==> config.mk <==
export PLATFORM = sky130hd
export DESIGN_NAME = led_pwm_ctrl
export DESIGN_NICKNAME = d
export VERILOG_FILES = /design/src/rtl/led_pwm_ctrl.sv
export SDC_FILE = /design/constraint.sdc
export NUM_CORES = 1
export LEC_CHECK = 0
export BUFFER_PORTS_ARGS = -buffer_cell sky130_fd_sc_hd__buf_2
export CORE_AREA = 2 2 90 92
export DETAILED_ROUTE_END_ITERATION = 10
export DIE_AREA = 0 0 92 94
export PLACE_DENSITY_LB_ADDON = 0.15
export SLEW_MARGIN = 15
export SYNTH_ARGS = -nofsm -noshare
export SYNTH_HDL_FRONTEND = slang
export SYNTH_SLANG_ARGS = --single-unit
==> constraint.sdc <==
create_clock -name clk -period 3.2 [get_ports clk]
set_input_delay 0.32 -clock clk [delete_from_list [all_inputs] [get_ports clk]]
set_output_delay 0.32 -clock clk [all_outputs]
set_load 0.02 [all_outputs]
==> src/rtl/led_pwm_ctrl.sv <==
// LED/IR PWM driver: per-channel duty and current trim, glitch-free update at period wrap; breathe ramp under LED_BREATHE_EN.
// Latency: led_pwm is registered one clock after the counter compare; writes become active at the following period_start.
// Backpressure: none, every write is accepted in the cycle it is strobed; poc gates outputs combinationally.
module led_pwm_ctrl #(
  parameter int NCH    = 3,
  parameter int PWM_W  = 8,
  parameter int CBIT_W = 4,
  parameter int DIV    = 0
) (
  input  logic                  clk,
  input  logic                  rst,
  input  logic                  wr_en,
  input  logic [2:0]            wr_ch,
  input  logic                  wr_sel,
  input  logic [PWM_W-1:0]      wr_data,
  input  logic                  poc,
  output logic [NCH-1:0]        led_pwm,
  output logic [NCH*CBIT_W-1:0] cbit_led,
  output logic                  period_start
);
  localparam int PRE_W = (DIV > 0) ? $clog2(DIV + 1) : 1;

  typedef struct packed {
    logic              en;
    logic [CBIT_W-1:0] cbit;
  } ch_cfg_t;

  logic [PRE_W-1:0]          presc;
  logic [PWM_W-1:0]          pwm_cnt;
  logic                      tick;
  ch_cfg_t [NCH-1:0]         cfg_sh, cfg_act;
  logic [NCH-1:0][PWM_W-1:0] duty_sh, duty_act, cmp_val;
  logic [NCH-1:0]            led_q;

  assign tick         = (presc == PRE_W'(DIV));
  assign period_start = tick && (&pwm_cnt);

  always_ff @(posedge clk or posedge rst) begin
    if (rst) begin
      presc   <= '0;
      pwm_cnt <= '0;
    end else begin
      presc <= tick ? '0 : presc + 1'b1;
      if (tick) pwm_cnt <= pwm_cnt + 1'b1;
    end
  end

  // Active copies load from shadow at the wrap edge, so a write in that same cycle waits a full period.
  always_ff @(posedge clk or posedge rst) begin
    if (rst) begin
      cfg_sh   <= '0;
      cfg_act  <= '0;
      duty_sh  <= '0;
      duty_act <= '0;
    end else begin
      if (period_start) begin
        cfg_act  <= cfg_sh;
        duty_act <= duty_sh;
      end
      for (int i = 0; i < NCH; i++) begin
        if (wr_en && (wr_ch == 3'(i))) begin
          if (wr_sel) cfg_sh[i] <= '{en: wr_data[CBIT_W], cbit: wr_data[CBIT_W-1:0]};
          else        duty_sh[i] <= wr_data;
        end
      end
    end
  end

`ifdef LED_BREATHE_EN
  typedef enum logic [1:0] {BR_OFF, BR_UP, BR_DOWN} br_state_t;

  br_state_t        br_st [NCH];
  logic [PWM_W-1:0] ramp  [NCH];
  logic [NCH-1:0]   br_sh;

  // The ramp steps from the shadow values, i.e. the settings that go active at this same edge.
  always_ff @(posedge clk or posedge rst) begin
    if (rst) begin
      br_sh <= '0;
      for (int i = 0; i < NCH; i++) begin
        br_st[i] <= BR_OFF;
        ramp[i]  <= '0;
      end
    end else begin
      for (int i = 0; i < NCH; i++) begin
        if (wr_en && wr_sel && (wr_ch == 3'(i))) br_sh[i] <= wr_data[CBIT_W+1];
        if (period_start) begin
          if (!cfg_sh[i].en || !br_sh[i]) begin
            br_st[i] <= BR_OFF;
            ramp[i]  <= '0;
          end else begin
            case (br_st[i])
              BR_OFF: begin
                br_st[i] <= BR_UP;
                ramp[i]  <= '0;
              end
              BR_UP: begin
                if (ramp[i] > duty_sh[i]) begin
                  ramp[i]  <= duty_sh[i];
                  br_st[i] <= BR_DOWN;
                end else if (ramp[i] == duty_sh[i]) begin
                  if (duty_sh[i] != '0) begin
                    ramp[i]  <= ramp[i] - 1'b1;
                    br_st[i] <= BR_DOWN;
                  end
                end else begin
                  ramp[i] <= ramp[i] + 1'b1;
                end
              end
              BR_DOWN: begin
                if (ramp[i] == '0) begin
                  br_st[i] <= BR_UP;
                  if (duty_sh[i] != '0) ramp[i] <= PWM_W'(1);
                end else begin
                  ramp[i] <= ramp[i] - 1'b1;
                end
              end
              default: br_st[i] <= BR_OFF;
            endcase
          end
        end
      end
    end
  end

  always_comb begin
    cmp_val = duty_act;
    for (int i = 0; i < NCH; i++)
      if (br_st[i] != BR_OFF) cmp_val[i] = ramp[i];
  end
`else
  assign cmp_val = duty_act;
`endif

  always_ff @(posedge clk or posedge rst) begin
    if (rst) begin
      led_q <= '0;
    end else begin
      for (int i = 0; i < NCH; i++)
        led_q[i] <= cfg_act[i].en && (pwm_cnt < cmp_val[i]);
    end
  end

  assign led_pwm = poc ? '0 : led_q;

  always_comb begin
    cbit_led = '0;
    for (int i = 0; i < NCH; i++)
      if (cfg_act[i].en && !poc) cbit_led[i*CBIT_W +: CBIT_W] = cfg_act[i].cbit;
  end

endmodule

==> metrics.txt <==
first-pass GRT wire length 12.50 mm; P&R area growth vs syn 12.89%; post-synthesis cell count 285; reg2reg setup slack 1110 ps; yosys synthesis warning count 0; Slew HR 59.49%; critical path, cell by cell ha_1, nand3_1, nor2_4, buf_4, buf_2; port buffer count 31; Worst Hold End duty_sh[15]; Post-DRT Antenna Nets 0; P_int 1.830 mW; starting density of the core 52.58%; Yosys top cell by area dfrtp_1; switching part of the total 22.28%; Post-layout nets ~360; Logic pwr share 7.3%; Post-synth ARST share 100.0%; Critical Path RT 2880 ps; switching pwr 0.5247 mW; largest cells by area after synthesis dfrtp_1 56%, mux2_2 20%, ha_1 6.9%; die width between 90 and 100 µm; DP Area 4268 µm²; CTS Buffer Depth 2; FP Rows 32; WS Path Type reg -> out; reg2reg start pwm_cnt[0]; # fillers 654; FF-to-FF path depth 5; H-tree depth 3; final non-filler cell total about 430; Hold Crit Class in -> reg; number of failing hold endpoints at the final stage 0; placed cells 415; Tot GR Track Use 19.57%; status finished, final reports clean; detailed-route via count around 2,300; Root Buffer clkbuf_8; synth unique cells 30; CTS tree yes; share of post-route cells with drive strength above 1 39.70%; largest net degree at the start of global routing 40; number of global-route vias before repair 2,409; Worst Slack Setup Final roughly 690 ps; fin area 4516 µm²; Wirelength per Cell 17.12 µm; Setup Viol. Count Final 0; worst hold slack 217.9 ps; final slew viol count 0; core area 7607 µm²; clock skew 7.253 ps; critical path's slowest cell dfrtp_1; #FFs+latches synth 89; Die ar. ~8600 µm²; clk_lat worst skew 350 ps; DRC violations left 0; Die Span Y roughly 94 µm; Worst Hold Depth 2; Post-Synthesis Cell Area 4000 µm²; Reg-to-Reg End cmp_val[0]; hpwl dp 5.222 mm; Detailed Routing Iterations Pass 1 4; pre-CTS setup slack 1066 ps; Syn Nets about 320; I/O pin cnt 32; Synth Flop Type dfrtp_1; worst vdd ir 0.0003024 V; Flop pwr share 54.9%; RSZ-0062 raised after global routing no; Synth Area per Inst 14.04 µm²; leakage 2.157 nW; top cell type's share of synthesized area 55.68%; RePlAce Congestion 0.7944; Worst Max-Slew Pin Slew a little over 600 ps; cell area power density 521.5 nW/µm²; Starting DRT DRC Count 69; n_diodes 0; Num Clock Sinks 89; Post-synth EDFFs 0; Setup TNS Final 0 ps; register area share after synthesis 55.68%; vias per cell 5.336; WP data arrival 2190 ps; Clk pwr share 37.9%; post-cts resize count 0; Worst-path clk slew 90 ps; post-route clock period utilization around 80%; Tmin final 2508 ps; CP max stage delay 440 ps; TritonCTS Buffers 9; Worst setup SP type flop; Hold Crit Start wr_data[7]; Post-Route WL roughly 7.4 mm; gr ovfl total 0; CP endpoint kind output pin; number of max-cap violations 0; initial antenna violation count 0; Worst Path Max Fanout 30; Fmax 0.3987 GHz
==> state kept, by name, summed over array words and instances (netlist names) <==
name	count
cfg_act	15
duty_sh	24
cfg_sh	15
cmp_val	24
led_q	3
pwm_cnt	8
==> cells in the final DEF (no fill, tap or decap) <==
master and n:
a211oi_1 3, a21o_1 3, a221oi_1 3, and2_1 12, and3_1 1, and4b_2 1
buf_2 31, buf_4 3, bufinv_16 2, clkbuf_8 11, clkinv_2 1, clkinv_4 2
dfrtp_1 89, dlygate4sd3_1 1, ha_1 22, inv_1 22, inv_6 1, mux2_1 2
mux2_2 71, mux2_4 5, nand2_1 2, nand2b_1 3, nand3_1 4, nand3b_1 2
nand4_1 2, nor2_1 3, nor2_4 1, nor2b_1 6, nor3b_1 3, nor3b_2 2
o2111a_1 3, o211ai_1 3, o21ai_0 3, or3_1 1, xnor2_1 3, xor2_1 3
==> routing by layer <==
metal	up-vias	global-route usage (%)	wire (µm)
met5	-	0	0
met4	0	6.716	113
met3	8	3.933	211
met2	38	29.90	3370
met1	1179	28.09	3700
li1	1080	-	-
==> power by group through the flow <==
stage,registers [mW],logic (mW),clock network (mW)
2_1_floorplan,1.29,0.133,0
3_3_place_gp,1.31,0.166,0
3_5_place_dp,1.32,0.174,0
4_1_cts,1.29,0.175,0.908
5_1_grt,1.31,0.193,0.953
6_report,1.29,0.171,0.892
==> stage by stage <==
| step | utilization, % | total power [mW] |
|---|---|---|
| finish | 59.36 | 2.355 |
| floorplan | - | 1.427 |
| global placement | 56.10 | 1.477 |
| detailed placement | 56.10 | 1.491 |
| CTS | 59.36 | 2.376 |
| global route | 59.36 | 2.454 |
==> layout make-up <==
class	count	area (µm²)	share of cell area [%]
sequential	89	2227	49.32
multi-input combinational	167	1648	36.49
timing repair buffer	35	187.7	4.156
clock buffer	11	151.4	3.353
tap	102	127.6	2.826
inverter	23	87.58	1.940
clock inverter	5	86.33	1.912
==> worst max path at each step <==
| stage | start | end | slack (ps) | cells past startpoint |
|---|---|---|---|---|
| 2_1_floorplan | rst | cfg_act[0] | 570 | 1 |
| 3_3_place_gp | pwm_cnt[0] | period_start | 1080 | 5 |
| 4_1_cts | pwm_cnt[0] | period_start | 660 | 5 |
| 5_1_grt | pwm_cnt[1] | period_start | 550 | 5 |
| 3_5_place_dp | pwm_cnt[0] | period_start | 1070 | 5 |
| 6_report | pwm_cnt[0] | period_start | 690 | 5 |
==> synth_stat cells, drive strengths merged, types with 2 or more instances <==
master and count:
and2 12, nor2b 6, nand2 2, a221oi 3, mux2 78, dfrtp 89
xor2 3, a211oi 3, nand4 2, nand3 4, nor2 4, a21o 3
ha 22, nand2b 3, o211ai 3, buf 6, nor3b 5, nand3b 2
o2111a 3, inv 23, o21ai 3, xnor2 3
==> cells by family after synthesis <==
logic type	Yosys count	share of synthesized area [%]
XOR/XNOR	6	1.314
flip-flops	89	55.68
multiplexers	78	22.43
AO/OA/AOI/OAI	18	3.566
AND/OR/NAND/NOR	43	6.819
buffers and inverters	29	3.315
adder cells (fa/ha/maj)	22	6.881
==> worst max-delay path: cells and delay by family, from the launching register on <==
| family | cells | cell delay (ps) |
|---|---|---|
| DFF | 1 | 440 |
| buffers and inverters | 2 | 690 |
| adders and majority gates | 1 | 250 |
| and+or+nand+nor | 2 | 450 |
==> what timing repair did <==
action                                 in CTS  in global routing
endpoints found under the hold margin      19                  0
hold buffers                                1                  0
buffers inserted                            0                  0
Note: power is estimated with default switching activity, not from simulation.
